### src/rtl/fifo_pkg.sv
// Shared constants for the switch queue FIFOs (main FIFO, VC0/VC1, D0/D1).
// Provides the default word and pointer widths, the derived depth and the
// bit positions each queue occupies in the FIFO_empties/FIFO_errors vectors.
package fifo_pkg;

   localparam int DATA_WIDTH_DEF = 6;
   localparam int ADDR_WIDTH_DEF = 2;
   localparam int DEPTH_DEF      = 1 << ADDR_WIDTH_DEF;

   // Number of queues whose status bits the flow-control machine collects
   localparam int NUM_FIFOS = 5;

   // Bit index of each queue inside FIFO_empties[4:0] / FIFO_errors[4:0]
   typedef enum logic [2:0] {
      IDX_MF  = 3'd0,
      IDX_VC0 = 3'd1,
      IDX_VC1 = 3'd2,
      IDX_D0  = 3'd3,
      IDX_D1  = 3'd4
   } fifoIdx_e;

   // Depth of a FIFO built with the given pointer width
   function automatic int fifoDepth(input int addrWidth);
      return 1 << addrWidth;
   endfunction

endpackage

### src/rtl/mem_fifo.sv
// Storage array for fifo_umbral: DEPTH x DATA_WIDTH registers with a
// synchronous write port and a registered read port. The read register is
// cleared by reset so the popped-word output starts at zero; the array
// itself is never cleared.
module mem_fifo
   import fifo_pkg::*;
#(
   parameter int DATA_WIDTH = DATA_WIDTH_DEF,
   parameter int ADDR_WIDTH = ADDR_WIDTH_DEF
) (
   input  logic                  clk,
   input  logic                  reset,
   input  logic                  wr_en_i,
   input  logic [ADDR_WIDTH-1:0] wr_addr_i,
   input  logic [DATA_WIDTH-1:0] wr_data_i,
   input  logic                  rd_en_i,
   input  logic [ADDR_WIDTH-1:0] rd_addr_i,
   output logic [DATA_WIDTH-1:0] rd_data_o
);

   localparam int DEPTH = fifoDepth(ADDR_WIDTH);

   logic [DATA_WIDTH-1:0] mem_q [DEPTH];
   logic [DATA_WIDTH-1:0] rdData_q;

   // Write the incoming word into the addressed slot on an accepted push
   always_ff @(posedge clk) begin
      if (wr_en_i) begin
         mem_q[wr_addr_i] <= wr_data_i;
      end
   end

   // Capture the addressed slot on an accepted pop; holds otherwise. When a
   // write and read hit the same slot, the old word is read out.
   always_ff @(posedge clk) begin
      if (reset) begin
         rdData_q <= '0;
      end else if (rd_en_i) begin
         rdData_q <= mem_q[rd_addr_i];
      end
   end

   assign rd_data_o = rdData_q;

endmodule

### src/rtl/fifo_umbral.sv
// Synchronous FIFO with programmable high/low watermarks, one per switch
// queue. Produces empty/full/watermark status and the error bit that the
// flow-control machine gathers. Thresholds are live inputs, not latched.
// Optional macro FIFO_ERROR_STICKY_EN: when defined, fifo_error stays high
// from the first rejected access until reset instead of pulsing.
module fifo_umbral
   import fifo_pkg::*;
#(
   parameter int DATA_WIDTH = DATA_WIDTH_DEF,
   parameter int ADDR_WIDTH = ADDR_WIDTH_DEF
) (
   input  logic                  clk,
   input  logic                  reset,
   input  logic                  wr_enable,
   input  logic [DATA_WIDTH-1:0] data_in,
   input  logic                  rd_enable,
   input  logic [1:0]            Umbral_alto,
   input  logic [1:0]            Umbral_bajo,
   output logic [DATA_WIDTH-1:0] data_out,
   output logic                  valid_out,
   output logic                  fifo_empty,
   output logic                  fifo_full,
   output logic                  almost_full,
   output logic                  almost_empty,
   output logic                  fifo_error,
   output logic [ADDR_WIDTH:0]   count
);

   localparam int DEPTH = fifoDepth(ADDR_WIDTH);
   localparam logic [ADDR_WIDTH:0] DEPTH_CNT = (ADDR_WIDTH+1)'(DEPTH);

   logic [ADDR_WIDTH-1:0] wrPtr_q, wrPtr_d;
   logic [ADDR_WIDTH-1:0] rdPtr_q, rdPtr_d;
   logic [ADDR_WIDTH:0]   count_q, count_d;
   logic                  valid_q, valid_d;
   logic                  error_q, error_d;

   logic                  isEmpty;
   logic                  isFull;
   logic                  pushOk;
   logic                  popOk;
   logic                  reject;
   logic [ADDR_WIDTH:0]   altoExt;
   logic [ADDR_WIDTH:0]   bajoExt;

   // Accept/reject decisions: a push into a full FIFO is allowed only when a
   // pop frees a slot in the same cycle; a pop from empty is always refused
   always_comb begin
      isEmpty = (count_q == '0);
      isFull  = (count_q == DEPTH_CNT);
      pushOk  = wr_enable && (!isFull || rd_enable);
      popOk   = rd_enable && !isEmpty;
      reject  = (wr_enable && !pushOk) || (rd_enable && !popOk);
   end

   // Next-state for pointers, occupancy, read-valid and error flag
   always_comb begin
      wrPtr_d = wrPtr_q;
      rdPtr_d = rdPtr_q;
      count_d = count_q;
      valid_d = popOk;
      if (pushOk) begin
         wrPtr_d = wrPtr_q + 1'b1;
      end
      if (popOk) begin
         rdPtr_d = rdPtr_q + 1'b1;
      end
      if (pushOk && !popOk) begin
         count_d = count_q + 1'b1;
      end else if (popOk && !pushOk) begin
         count_d = count_q - 1'b1;
      end
`ifdef FIFO_ERROR_STICKY_EN
      error_d = error_q | reject;
`else
      error_d = reject;
`endif
   end

   // State registers, cleared together by synchronous reset
   always_ff @(posedge clk) begin
      if (reset) begin
         wrPtr_q <= '0;
         rdPtr_q <= '0;
         count_q <= '0;
         valid_q <= 1'b0;
         error_q <= 1'b0;
      end else begin
         wrPtr_q <= wrPtr_d;
         rdPtr_q <= rdPtr_d;
         count_q <= count_d;
         valid_q <= valid_d;
         error_q <= error_d;
      end
   end

   mem_fifo #(
      .DATA_WIDTH (DATA_WIDTH),
      .ADDR_WIDTH (ADDR_WIDTH)
   ) uMem (
      .clk       (clk),
      .reset     (reset),
      .wr_en_i   (pushOk && !reset),
      .wr_addr_i (wrPtr_q),
      .wr_data_i (data_in),
      .rd_en_i   (popOk),
      .rd_addr_i (rdPtr_q),
      .rd_data_o (data_out)
   );

   // Status flags straight from the registered count; a zero high watermark
   // means "only flag when completely full"
   always_comb begin
      altoExt      = (ADDR_WIDTH+1)'(Umbral_alto);
      bajoExt      = (ADDR_WIDTH+1)'(Umbral_bajo);
      fifo_empty   = isEmpty;
      fifo_full    = isFull;
      almost_full  = (Umbral_alto == 2'd0) ? isFull : (count_q >= altoExt);
      almost_empty = (count_q <= bajoExt);
   end

   assign valid_out  = valid_q;
   assign fifo_error = error_q;
   assign count      = count_q;

endmodule
### config.mk
export PLATFORM = sky130hd
export DESIGN_NAME = fifo_umbral
export DESIGN_NICKNAME = d
export VERILOG_FILES = /design/src/rtl/fifo_pkg.sv /design/src/rtl/mem_fifo.sv /design/src/rtl/fifo_umbral.sv
export SDC_FILE = /design/constraint.sdc
export NUM_CORES = 1
export LEC_CHECK = 0
export BUFFER_PORTS_ARGS = -buffer_cell sky130_fd_sc_hd__buf_2
export CELL_PAD_IN_SITES_DETAIL_PLACEMENT = 0
export CELL_PAD_IN_SITES_GLOBAL_PLACEMENT = 1
export CORE_MARGIN = 2
export CORE_UTILIZATION = 30
export CTS_BUF_LIST = sky130_fd_sc_hd__clkbuf_8
export DETAILED_ROUTE_END_ITERATION = 10
export GPL_TIMING_DRIVEN = 0
export PLACE_DENSITY = 0.56
export SYNTH_ARGS = -nofsm -noshare
export SYNTH_HDL_FRONTEND = slang
export SYNTH_SLANG_ARGS = --single-unit
export TNS_END_PERCENT = 50
### constraint.sdc
create_clock -name clk -period 4.89 [get_ports clk]
set_input_delay 0.489 -clock clk [delete_from_list [all_inputs] [get_ports clk]]
set_output_delay 0.489 -clock clk [all_outputs]
set_load 0.03 [all_outputs]
# Word level (Yosys, flattened, before mapping)
# Memory sizes are Yosys's and may differ from the RTL's. A register that Yosys moved wholly into a read port is not among the register bits.
# Index checks and enable logic that the tools add are counted.
[word_totals] mem_count=1 register_bits=9 input_bits=14 mem_bits_rw=24 out_inout_bits=15 romBits=0 latch_bits=0 word_cells=35
[op_classes] mux=5 n_bitwise=0 n_reduce_logical=17 n_mul=0 n_addsub=4 div=0 n_eq_ne=1 n_lt_le_gt_ge=2 shift=0
[mem_list] memory="uMem.mem_q" depth=4 word_bits=6 rd=1 rd_ports_with_merged_regs=1 wr=1 line_no="mem_fifo.sv:23" text="logic [DATA_WIDTH-1:0] mem_q [DEPTH];"
[op_table] operator="$logic_and 1x1->1" count=7
[op_table] operator="$mux 3" count=2
[op_table] operator="$logic_not 1->1" count=5
[op_table] operator="$add 2x1->2 const B" count=2
[op_table] operator="$add 3x1->3 const B" count=1
[op_table] operator="$eq 3x3->1 const B" count=1
[op_table] operator="$ge 3x2->1" count=1
[op_table] operator="$le 3x2->1" count=1
[op_table] operator="$logic_not 3->1" count=1
[op_table] operator="$mux 1" count=3
[op_table] operator="$sub 3x1->3 const B" count=1
[op_table] operator="$logic_not 2->1" count=1
[op_table] operator="$logic_or 1x1->1" count=2
[op_table] operator="$reduce_bool 2->1" count=1

# Logic depth before layout (Yosys ltp)
# Gate-level depths: netlist of run 1.
[depth] word_depth=8 depth_mapped=9 mapped_depth_nobuf=9

# By module
# A second synthesis of run 1 with hierarchy kept.
[hier_totals] cells_unflattened=122 area_unflattened_um2=1664.1
[modules_own_cells] mod="mem_fifo" area_each_um2=1128.6 cells_per_inst=63 n_inst=1 seq_area_each_um2=840.8
[modules_own_cells] mod="fifo_umbral" area_each_um2=535.5 cells_per_inst=59 n_inst=1 seq_area_each_um2=180.2

# Worst setup path after synthesis of run 1
# OpenSTA, ideal clock, no wires.
[synth_path] kind="register to register" start="reg count_q[2], in the netlist count[2]" end="reg count_q[2], in the netlist count[2]" t_arrival_ns=2.302 path_buffers=0 path_stages_with_launch=10 synth_period_minus_slack_ns=2.372 required_ns=4.819 path_slack_ns=2.518 setup_time_ns=0.071 cell_sequence="dfxtp_1 > or3b_4 > o21ai_4 > inv_2 > ha_1 > inv_1 > fa_1 > xor2_1 > or3_2 > a21oi_1"
[synth_between] elab_chain_len=7 word_cells_on_any_way=16 cone_classes="2 x add/sub; 1 x eq/ne; 2 x mux; 11 x reduce/logical"
[synth_lines] item="start: declaration" line_no="fifo_umbral.sv:34" text="logic [ADDR_WIDTH:0] count_q, count_d;"
[synth_lines] item="start signal: assignment" line_no="fifo_umbral.sv:91" text="count_q <= count_d;"
[synth_lines] item="$eq 3x3->1 (*)" line_no="fifo_umbral.sv:50" text="isFull = (count_q == DEPTH_CNT);"
[synth_lines] item="$logic_not 1->1 (*)" line_no="fifo_umbral.sv:51" text="pushOk = wr_enable && (!isFull || rd_enable);"
[synth_lines] item="$logic_or 1x1->1 (*)" line_no="fifo_umbral.sv:51"
[synth_lines] item="$logic_and 1x1->1 (*)" line_no="fifo_umbral.sv:51"
[synth_lines] item="net pushOk" line_no="fifo_umbral.sv:40" text="logic pushOk;"
[synth_lines] item="$logic_not 1->1" line_no="fifo_umbral.sv:70" text="end else if (popOk && !pushOk) begin"
[synth_lines] item="$logic_and 1x1->1" line_no="fifo_umbral.sv:70"
[synth_lines] item="$reduce_bool 2->1 (no source line)"
# The timed path passes the listed nets; every way through them passes the cells marked *. The select of a mux whose other input is x is not followed.
# A chain may end at the register's enable or synchronous reset.

# Final worst setup path of run 1
[layout_path] start="reg count_q[0], in the netlist count[0]" end="out almost_full"
[layout_between] elab_chain_len=2 word_cells_on_any_way=3 cone_classes="1 x order compare; 1 x eq/ne; 1 x mux"
[layout_lines] item="$ge 3x2->1 / $eq 3x3->1 (equally long branches)" line_no="fifo_umbral.sv:118, fifo_umbral.sv:50"
[layout_lines] item="$mux 1 (*)" line_no="fifo_umbral.sv:118" text="almost_full = (Umbral_alto == 2'd0) ? isFull : (count_q >= altoExt);"
[layout_lines] item="end: declaration" line_no="fifo_umbral.sv:23" text="output logic almost_full,"
# Mark *: on every way between the ends. The rest lies on a longest branch, timed or not.

==> flow_summary_export.csv, run 1 <==
group,metric,value,unit
placement,portBuffers,28,
power_and_ir_drop,p_switching,0.388,mW
logic_synthesis,ys_seq_elements,39,
detailed_routing,drt_iter0_drc,37,
sta,rsz0062_at_grt,"false",
worst_setup_path,cpPeakStageDelay,510,ps
worst_setup_path,critPathMaxFanout,8,
floorplanning,die_w,79.0,um
logic_synthesis,synth_flop_cell,"edfxtp_1",
logic_synthesis,yosys-top-cells-count,"edfxtp_1 (24), dfxtp_1 (15), nor2_1 (14)",
sta,worstMarginPinSlew,1120,ps
logic_synthesis,synth_nets,143,
clock_tree,cts.reportedPaths.clkPinSlew,80,ps
sta,finalSetupTns,0,ps
detailed_routing,detail-route-antenna-nets,0,
sta,fin_crit_sh,50.6,%
placement,hpwl,2180,um
clock_tree,cts_tree,"yes",
power_and_ir_drop,intPower,0.653,mW
floorplanning,die_area,6240,um2
sta,skew,6.82,ps
logic_synthesis,syn_inst,119,
layout,fin_cells,227,
logic_synthesis,synth.most_common_cell,"edfxtp_1",
grt,overflow,0,
clock_tree,cts_resized,0,
flow_run,cap_violations,0,
logic_synthesis,synth.avg_cell_area,14.2,um2
worst_setup_path,path_class,"reg -> out",
placement,place_area,1920,um2
worst_setup_path,cp-end-kind,"output port",
grt,grt_pass1_vias,1061,
sta,maxSlewViolCount,0,
worst_setup_path,cp.required,4400,ps
sta,maxSlewHeadroom,25.2,%
power_and_ir_drop,p_clk_share,19.8,%
clock_tree,hold_buffers,0,
detailed_routing,wirelength,3080,um
logic_synthesis,synth_xor_area_share,2.08,%
sta,finalSetupViolCount,0,
floorplanning,num_rows,27,
logic_synthesis,yosys.area_share.adder,7.86,%
detailed_routing,vias,1002,
layout,areaGrowthSynthToFinish,18.7,%
logic_synthesis,synth_compound_area_share,4.37,%
placement,gp_congestion,0.651,
clock_tree,clock-root-buffer,"clkbuf_8",
worst_hold_path,hold_path.class,"in -> reg",
logic_synthesis,synthDistinctLibCells,28,
power_and_ir_drop,power.leakage,0.829,nW
floorplanning,io_pins,29,
worst_setup_path,path_cells,"inv_1 > ha_1 > nand2b_1 > a2111oi_0 > a21oi_1 > buf_2",
clock_tree,cts.sinks,39,
logic_synthesis,synth.largest_area_cell,"edfxtp_1",
clock_tree,cts_setup_buffers,0,
detailed_routing,drcViolationCount,0,
logic_synthesis,synth_seq_area_share,60.5,%
detailed_routing,wl_per_cell,13.6,um
clock_tree,cts-buffers-inserted,5,
worst_setup_path,cp_num_buf_inv,2,
clock_tree,cts_max_path_buffers,2,
logic_synthesis,synth_top_family_by_area,"multiplexers",
clock_tree,clk_latency,280,ps
floorplanning,coreArea,5470,um2
clock_tree,ctsHtreeMaxLevel,2,
sta,period_needed,2470,ps
status,outcome,"completed",
sta,fmax,404,MHz
logic_synthesis,muxShareOfSynthArea,13.6,%
grt,grt_pass1_wl,5150,um
layout,layout-drive-gt1-share,31.0,%
floorplanning,die_h,79.0,um
layout,fin_util,36.6,%
worst_setup_path,cp-start-kind,"register",
worst_setup_path,path_delay_family,"flip-flops",
layout,nets,178,
sta,hold_viol_final,0,
grt,grt_max_degree,13,
power_and_ir_drop,pwr-share-seq,41.6,%
detailed_routing,drt_pass1_iterations,4,
worst_setup_path,arrival,1980,ps
power_and_ir_drop,swShare,37.3,%
logic_synthesis,yosysWarnings,0,
logic_synthesis,synth_area,1690,um2
logic_synthesis,yosys-top-cells-area,"edfxtp_1 (43%), dfxtp_1 (18%), mux4_2 (8.0%)",
grt,grtUsageTotal,11.1,%
logic_synthesis,netlist.area_leader.share,42.7,%
grt,top_usage_layer,"met2",
logic_synthesis,async_flop_share,0,%
power_and_ir_drop,ir_drop,0.000193,V
logic_synthesis,synth_edf_count,24,
power_and_ir_drop,comb_power_share,38.6,%
floorplanning,start_util,30.8,%
placement,dp_cells,219,
logic_synthesis,synthSimpleGateAreaFrac,8.30,%
grt,grtUsageMet2,18.6,%
layout,diodes,0,
grt,grtUsageMet1,13.2,%
power_and_ir_drop,power_density,520,nW/um2
detailed_routing,via_per_inst,4.41,
worst_setup_path,critPathSlowestCell,"dfxtp_1",
grt,grtUsageMet3,3.98,%
grt,antenna_found_initial,0,
layout,fin_area,2000,um2
[kinds of logic after synthesis]
| logic type | after synthesis |
|---|---|
| buffers and inverters | 14 |
| multiplexers | 15 |
| adder cells (fa/ha/maj) | 10 |
| AND/OR/NAND/NOR | 27 |
| XOR/XNOR | 4 |
| AO/OA/AOI/OAI | 10 |
| flip-flops | 39 |
[state kept, by name, summed over array words and instances (netlist names)]
register,count
uMem.mem_q,24
uMem.rd_data_o,6
count,3
rdPtr_q,2
wrPtr_q,2
fifo_error,1
valid_out,1
[per-stage QoR]
step | worst slack, ps | total power [mW] | hold slack [ps]
final | 2420 | 1.04 | 421
after CTS | 2380 | 1.06 | 407
after floorplan | 2520 | 0.744 | 481
after global placement | 2470 | 0.841 | 471
after detailed placement | 2410 | 0.851 | 487
after global routing | 2280 | 1.12 | 406
[power groups by stage]
stage / combinational [mW] / clock [mW] / sequential (mW)
floorplan: 0.258 / 0 / 0.486
global placement: 0.401 / 0 / 0.441
detailed placement: 0.409 / 0 / 0.442
CTS: 0.410 / 0.216 / 0.434
global route: 0.446 / 0.229 / 0.442
finish: 0.401 / 0.206 / 0.433
[cell usage in the layout (no fill, tap or decap), types with 2 or more instances in the layout]
cell type  synthesis  final
dfxtp_1           15     15
xor2_1             4      4
clkbuf_8           0      5
inv_1              8      9
a21oi_1            4      4
nand2b_1           3      3
edfxtp_1          24     24
ha_1               9      9
nor2_1            14     14
mux2i_1            8      8
nand2_1            2      2
buf_2              2     30
clkbuf_1           2      2
nor3b_1            4      4
mux4_2             6      6
[final timing paths]
check / start / end / slack [ps] / cells past startpoint
setup / recovery: count[0] / almost_full / 2420 / 6
setup reg to reg: count[0] / count[2] / 2500 / 8
hold reg to reg: uMem.rd_data_o[3] / uMem.rd_data_o[3] / 500 / 2
hold / removal: data_in[3] / uMem.mem_q[2][3] / 420 / 1
[per-layer routing]
metal	vias to the layer above	part of all wire, %
li1	495	-
met1	484	44
met2	21	51
met3	2	4.6
met4	0	0.62
met5	-	0
[cell type report]
class                      instances  area [um2]
multi-input combinational         66         612
clock inverter                     3        16.3
sequential                        39        1020
buffer                             5        21.3
clock buffer                       5        68.8
tap                               72        90.1
inverter                           9        33.8
fill                             560        3470
timing repair buffer              28         140
No activity file was read; power rests on OpenSTA's default activity.
==> inputs of run 2 (changes only) <==
--- a/config.mk
+++ b/config.mk
@@ -5,6 +5,7 @@
 export SDC_FILE = /design/constraint.sdc
 export NUM_CORES = 1
 export LEC_CHECK = 0
+export ABC_AREA = 1
 export BUFFER_PORTS_ARGS = -buffer_cell sky130_fd_sc_hd__buf_2
 export CELL_PAD_IN_SITES_DETAIL_PLACEMENT = 0
 export CELL_PAD_IN_SITES_GLOBAL_PLACEMENT = 1
@@ -13,7 +14,7 @@
 export CTS_BUF_LIST = sky130_fd_sc_hd__clkbuf_8
 export DETAILED_ROUTE_END_ITERATION = 10
 export GPL_TIMING_DRIVEN = 0
-export PLACE_DENSITY = 0.56
+export PLACE_DENSITY = 0.58
 export SYNTH_ARGS = -nofsm -noshare
 export SYNTH_HDL_FRONTEND = slang
 export SYNTH_SLANG_ARGS = --single-unit
==> constraint.sdc (replaced) <==
create_clock -name clk -period 2.4 [get_ports clk]
set_input_delay 0.24 -clock clk [delete_from_list [all_inputs] [get_ports clk]]
set_output_delay 0.24 -clock clk [all_outputs]
set_load 0.03 [all_outputs]
==> run 2 against run 1 <==
Compared with the run above: first-iteration DRC count up 49%; cell count grew 41%; clock power grew to 2.7 times the previous value; sequential power is 100% higher; critical path type is now reg -> reg; largest power group is now combinational logic; highest routed layer unchanged.
==> flow_summary_export.csv, run 2 <==
group,metric,value,unit
grt,grt_max_degree,14,
layout,diodes,0,
clock_tree,cts-buffers-inserted,5,
clock_tree,cts_resized,0,
worst_hold_path,min_to,"uMem.mem_q[3][0]",
logic_synthesis,netlist.area_leader.share,37.5,%
sta,period_needed,1940,ps
logic_synthesis,synth_nets,231,
worst_setup_path,cp.required,2600,ps
sta,skew,7.86,ps
logic_synthesis,ys_seq_elements,39,
power_and_ir_drop,power_density,1060,nW/um2
worst_setup_path,r2r_setup_slack,460,ps
clock_tree,clk_latency,300,ps
layout,areaGrowthSynthToFinish,18.1,%
clock_tree,cts.sinks,39,
worst_setup_path,arrival,2140,ps
clock_tree,clock-root-buffer,"clkbuf_8",
floorplanning,die_h,84.1,um
sta,worstMarginPinSlew,404,ps
detailed_routing,drt_iter0_drc,55,
power_and_ir_drop,p_total,2.40,mW
logic_synthesis,synth_flop_cell,"edfxtp_1",
placement,gp_congestion,0.702,
floorplanning,io_pins,29,
clock_tree,cts_tree,"yes",
logic_synthesis,async_flop_share,0,%
sta,hold_ws,154,ps
placement,portBuffers,28,
detailed_routing,highest_layer,"met4",
sta,maxSlewViolCount,0,
placement,dp_slack,452,ps
grt,grt_pass1_wl,6560,um
detailed_routing,via_per_inst,4.23,
floorplanning,num_rows,29,
detailed_routing,wl_per_cell,11.5,um
logic_synthesis,synth_edf_count,24,
power_and_ir_drop,ir_drop,0.000482,V
sta,worst_slack,462,ps
layout,largest_reg_flops,24,
clock_tree,cts_setup_buffers,0,
worst_setup_path,path_class,"reg -> reg",
power_and_ir_drop,power.leakage,1.05,nW
worst_hold_path,min-delay-start,"data_in[0]",
layout,fin_cells,320,
clock_tree,hold_buffers,0,
clock_tree,cts_max_path_buffers,2,
detailed_routing,wl_met1,1740,um
grt,overflow,0,
sta,maxSlewHeadroom,73.0,%
logic_synthesis,synthDistinctLibCells,27,
clock_tree,cts.reportedPaths.clkPinSlew,80,ps
floorplanning,die_w,84.1,um
detailed_routing,vias,1354,
worst_setup_path,cp-end-kind,"register",
worst_setup_path,ff2ff_path_depth,13,
logic_synthesis,synth.most_common_cell,"nand2_1",
detailed_routing,drcViolationCount,0,
detailed_routing,routed-wl-met2,1740,um
worst_setup_path,critPathMaxFanout,10,
sta,hold_viol_final,0,
worst_hold_path,hold_path.class,"in -> reg",
layout,layout_common_cells,"nand2_1 (48), inv_1 (32), buf_2 (28)",
logic_synthesis,syn_inst,207,
sta,finalSetupTns,0,ps
floorplanning,start_util,30.7,%
worst_setup_path,r2r_start,"count[1]",
detailed_routing,wirelength,3690,um
sta,fmax,516,MHz
detailed_routing,dr_wl_met3,129,um
placement,hpwl,2700,um
logic_synthesis,yosysWarnings,0,
layout,layout-drive-gt1-share,26.3,%
logic_synthesis,synth_area,1920,um2
layout,top_register,"uMem.mem_q",
layout,final_common_cell,"nand2_1",
clock_tree,ctsHtreeMaxLevel,2,
logic_synthesis,yosys-top-cells-area,"edfxtp_1 (37%), dfxtp_1 (16%), nand2_1 (9.4%)",
logic_synthesis,synth.avg_cell_area,9.30,um2
worst_hold_path,worstHoldPathCells,1,
logic_synthesis,synth_seq_area_share,53.1,%
grt,grtUsageTotal,11.9,%
sta,finalSetupViolCount,0,
sta,rsz0062_at_grt,"false",
logic_synthesis,synth.largest_area_cell,"edfxtp_1",
floorplanning,coreArea,6280,um2
floorplanning,die_area,7070,um2
sta,fin_crit_sh,80.8,%
detailed_routing,detail-route-antenna-nets,0,
placement,dp_cells,312,
flow_run,cap_violations,0,
logic_synthesis,yosys-top-cells-count,"nand2_1 (48), inv_1 (32), edfxtp_1 (24)",
layout,nets,266,
grt,antenna_found_initial,0,
grt,grt_pass1_vias,1340,
worst_setup_path,r2r_end,"count[2]",
worst_setup_path,cp-start-kind,"register",
status,outcome,"completed",
detailed_routing,drt_pass1_iterations,4,
==> run 2: cell type report <==
cell class / count / area, um2
fill: 679 / 4000
timing repair buffer: 28 / 140
clock inverter: 3 / 43.8
sequential: 39 / 1020
clock buffer: 5 / 68.8
tap: 77 / 96.3
buffer: 6 / 63.8
inverter: 35 / 131
multi-input combinational: 127 / 708
==> run 2: critical path, cell delays in order, from the launching register on <==
cell     delay, ps
dfxtp_1        400
nor2_4         170
nand2_4         90
nand2_4         90
buf_8          140
ha_1           160
inv_1           60
fa_1           380
inv_1           60
nand2_1         40
nand3_1         80
nand2_1         60
nand2_1         50
nor2_1          30
==> run 2: report_power, final <==
group	switching, mW	internal, mW	total [mW]
Combinational	0.638	0.334	0.972
Clock	0.248	0.309	0.557
Sequential	0.0747	0.801	0.876
Total	0.961	1.44	2.40
==> run 2: routing by layer <==
layer  vias to the layer above  track usage, %
met4                         0            4.40
met3                         7            3.36
li1                        718               -
met1                       609            15.6
met5                         -               0
met2                        20            18.8
==> run 2: through the flow <==
| step | util (%) | cell area [um2] |
|---|---|---|
| 2_1_floorplan | - | 1920 |
| 3_3_place_gp | 34.4 | 2160 |
| 3_5_place_dp | 34.4 | 2160 |
| 4_1_cts | 36.2 | 2270 |
| 5_1_grt | 36.2 | 2270 |
| 6_report | 36.2 | 2270 |
==> run 2: kinds of logic (layout without fill, tap and decap cells) <==
logic type	Yosys count	after routing	share of synthesized area [%]
AO/OA/AOI/OAI	12	12	4.16
adder cells (fa/ha/maj)	10	10	6.89
buffers and inverters	41	77	10.1
flip-flops	39	39	53.1
AND/OR/NAND/NOR	105	105	25.7
==> run 2: worst max-delay path by stage <==
| stage | startpoint | endpoint | slack (ps) | cells past startpoint |
|---|---|---|---|---|
| 4_1_cts | count[1] | count[2] | 440 | 13 |
| 3_3_place_gp | count[1] | count[2] | 460 | 13 |
| 3_5_place_dp | count[1] | count[2] | 450 | 13 |
| 6_report | count[1] | count[2] | 460 | 13 |
| 5_1_grt | count[1] | count[2] | 210 | 13 |
| 2_1_floorplan | count[1] | count[2] | 490 | 13 |
==> inputs of run 3 (changes only) <==
--- a/config.mk
+++ b/config.mk
@@ -5,7 +5,7 @@
 export SDC_FILE = /design/constraint.sdc
 export NUM_CORES = 1
 export LEC_CHECK = 0
-export ABC_AREA = 1
+export ABC_AREA = 0
 export BUFFER_PORTS_ARGS = -buffer_cell sky130_fd_sc_hd__buf_2
 export CELL_PAD_IN_SITES_DETAIL_PLACEMENT = 0
 export CELL_PAD_IN_SITES_GLOBAL_PLACEMENT = 1
==> constraint.sdc (replaced) <==
create_clock -name clk -period 1.6 [get_ports clk]
set_input_delay 0.16 -clock clk [delete_from_list [all_inputs] [get_ports clk]]
set_output_delay 0.16 -clock clk [all_outputs]
set_load 0.03 [all_outputs]
==> run 3 against run 2 <==
Compared with the run above: non-clock buffer count grew 14; maximum frequency shrank 3.4%; the run now ends with negative setup slack left; first-iteration DRC count shrank 20%; total power grew 56%; clock power grew 42%; cell area shrank 1.9%; clock skew shrank 5.4 ps; die area shrank 12%; worst hold slack lost 65 ps; cell count shrank 24%; sequential cell count is the same; sequential power grew 52%; largest power group unchanged.
==> flow_summary_export.csv, run 3 (synthesized netlist as in run 1, its figures left out) <==
group,metric,value,unit
power_and_ir_drop,intPower,2.44,mW
grt,grt_pass1_vias,1072,
clock_tree,cts.reportedPaths.clkPinSlew,80,ps
status,outcome,"complete, but fails checks",
power_and_ir_drop,power.leakage,0.927,nW
worst_hold_path,worstHoldPathCells,1,
layout,layout_common_cells,"buf_2 (27), edfxtp_1 (24), buf_4 (16)",
sta,maxSlewViolCount,0,
worst_setup_path,cp.required,1810,ps
power_and_ir_drop,p_clk_share,21.1,%
sta,period_needed,2010,ps
layout,layout-drive-gt1-share,45.3,%
clock_tree,ctsHtreeMaxLevel,2,
detailed_routing,drt_pass1_iterations,7,
clock_tree,cts_max_path_buffers,2,
layout,fin_cells,242,
clock_tree,clk_latency,280,ps
flow_run,cap_violations,0,
sta,maxSlewHeadroom,57.3,%
power_and_ir_drop,pwr-share-seq,35.4,%
clock_tree,cts.sinks,39,
floorplanning,die_w,79.0,um
worst_setup_path,r2r_start,"count[0]",
power_and_ir_drop,p_switching,1.31,mW
detailed_routing,wl_per_cell,13.8,um
layout,largest_reg_flops,24,
worst_setup_path,critPathMaxFanout,6,
worst_setup_path,path_class,"reg -> reg",
placement,gp_congestion,0.678,
detailed_routing,wirelength,3330,um
clock_tree,cts-buffers-inserted,5,
layout,top_register,"uMem.mem_q",
floorplanning,start_util,30.8,%
floorplanning,coreArea,5470,um2
power_and_ir_drop,swShare,35.0,%
sta,finalSetupViolCount,29,
worst_setup_path,arrival,2220,ps
worst_setup_path,crit_path_start,"count[0]",
sta,rsz0062_at_grt,"true",
worst_hold_path,hold_path.class,"in -> reg",
grt,grtUsageTotal,11.3,%
layout,areaGrowthSynthToFinish,32.1,%
floorplanning,die_h,79.0,um
placement,hpwl,2280,um
power_and_ir_drop,comb_power_share,43.5,%
sta,worst_slack,-407,ps
worst_setup_path,cp-start-kind,"register",
sta,skew,2.49,ps
placement,portBuffers,28,
sta,hold_viol_final,0,
worst_hold_path,min-delay-start,"data_in[0]",
detailed_routing,vias,1058,
layout,nets,193,
layout,final_common_cell,"buf_2",
power_and_ir_drop,power_density,1680,nW/um2
layout,diodes,0,
sta,fin_crit_sh,125,%
floorplanning,num_rows,27,
floorplanning,die_area,6240,um2
layout,fin_area,2230,um2
sta,hold_ws,88.8,ps
clock_tree,clock-root-buffer,"clkbuf_8",
placement,dp_cells,219,
detailed_routing,drcViolationCount,0,
clock_tree,cts_tree,"yes",
grt,grt_pass1_wl,5310,um
sta,fmax,498,MHz
detailed_routing,detail-route-antenna-nets,0,
status,violations,"negative setup slack",
sta,worstMarginPinSlew,638,ps
grt,grt_max_degree,13,
grt,antenna_found_initial,0,
detailed_routing,drt_iter0_drc,44,
detailed_routing,via_per_inst,4.37,
worst_setup_path,cp-end-kind,"register",
grt,overflow,0,
power_and_ir_drop,ir_drop,0.000596,V
worst_setup_path,ff2ff_path_depth,9,
clock_tree,hold_buffers,0,
placement,place_area,1950,um2
floorplanning,io_pins,29,
[run 3: final cells by class]
| type | instances | area, um2 |
|---|---|---|
| fillers | 560 | 3240 |
| flip-flops and latches | 39 | 1030 |
| multi-input cells | 66 | 677 |
| repair buffers | 43 | 265 |
| well taps | 72 | 90.1 |
| clock buffers | 5 | 68.8 |
| clock inverters | 3 | 38.8 |
| inverters | 9 | 33.8 |
| plain buffers | 5 | 23.8 |
[run 3: power groups by stage]
stage / clock network [mW] / logic, mW / registers, mW
after global placement: 0 / 1.28 / 1.36
final: 0.792 / 1.63 / 1.33
after CTS: 0.810 / 1.49 / 1.34
after detailed placement: 0 / 1.32 / 1.38
after global routing: 0.862 / 1.77 / 1.35
after floorplan: 0 / 0.844 / 1.50
[run 3: timing repair]
item | in CTS | in global routing
gates resized for setup | 9 | 6
pin swaps | 4 | 2
cloned | 0 | 0
setup endpoints to repair | 29 | 31
buffers inserted | 10 | 5
[run 3: worst max-delay path: stages, from the launching register on]
cell and delay [ps]:
dfxtp_4 370, or3b_4 420, o21ai_4 170, inv_2 70
ha_4 160, inv_2 40, fa_2 180, xor2_1 70
or3_4 330, a21oi_2 110
[run 3: path summary, 6_finish.rpt]
path                       end  slack [ps]
max                   count[2]        -410
min           uMem.mem_q[2][0]          90
max reg2reg           count[2]        -410
min reg2reg  uMem.rd_data_o[0]         510
[run 3: routing by layer]
| layer | part of all wire (%) | track usage [%] |
|---|---|---|
| met4 | 1.2 | 2.59 |
| met1 | 43 | 14.2 |
| met2 | 52 | 19.1 |
| met3 | 3.5 | 3.41 |
| met5 | 0 | 0 |
[run 3: metrics by stage]
step | utilization [%] | setup slack [ps] | TNS [ps] | power (mW)
after global placement | 35.6 | -505 | -11130 | 2.65
after detailed placement | 35.6 | -553 | -11070 | 2.70
after CTS | 39.5 | -411 | -7980 | 3.65
after floorplan | - | -472 | -3070 | 2.35
after global routing | 40.7 | -467 | -9750 | 3.98
final | 40.7 | -407 | -7790 | 3.75
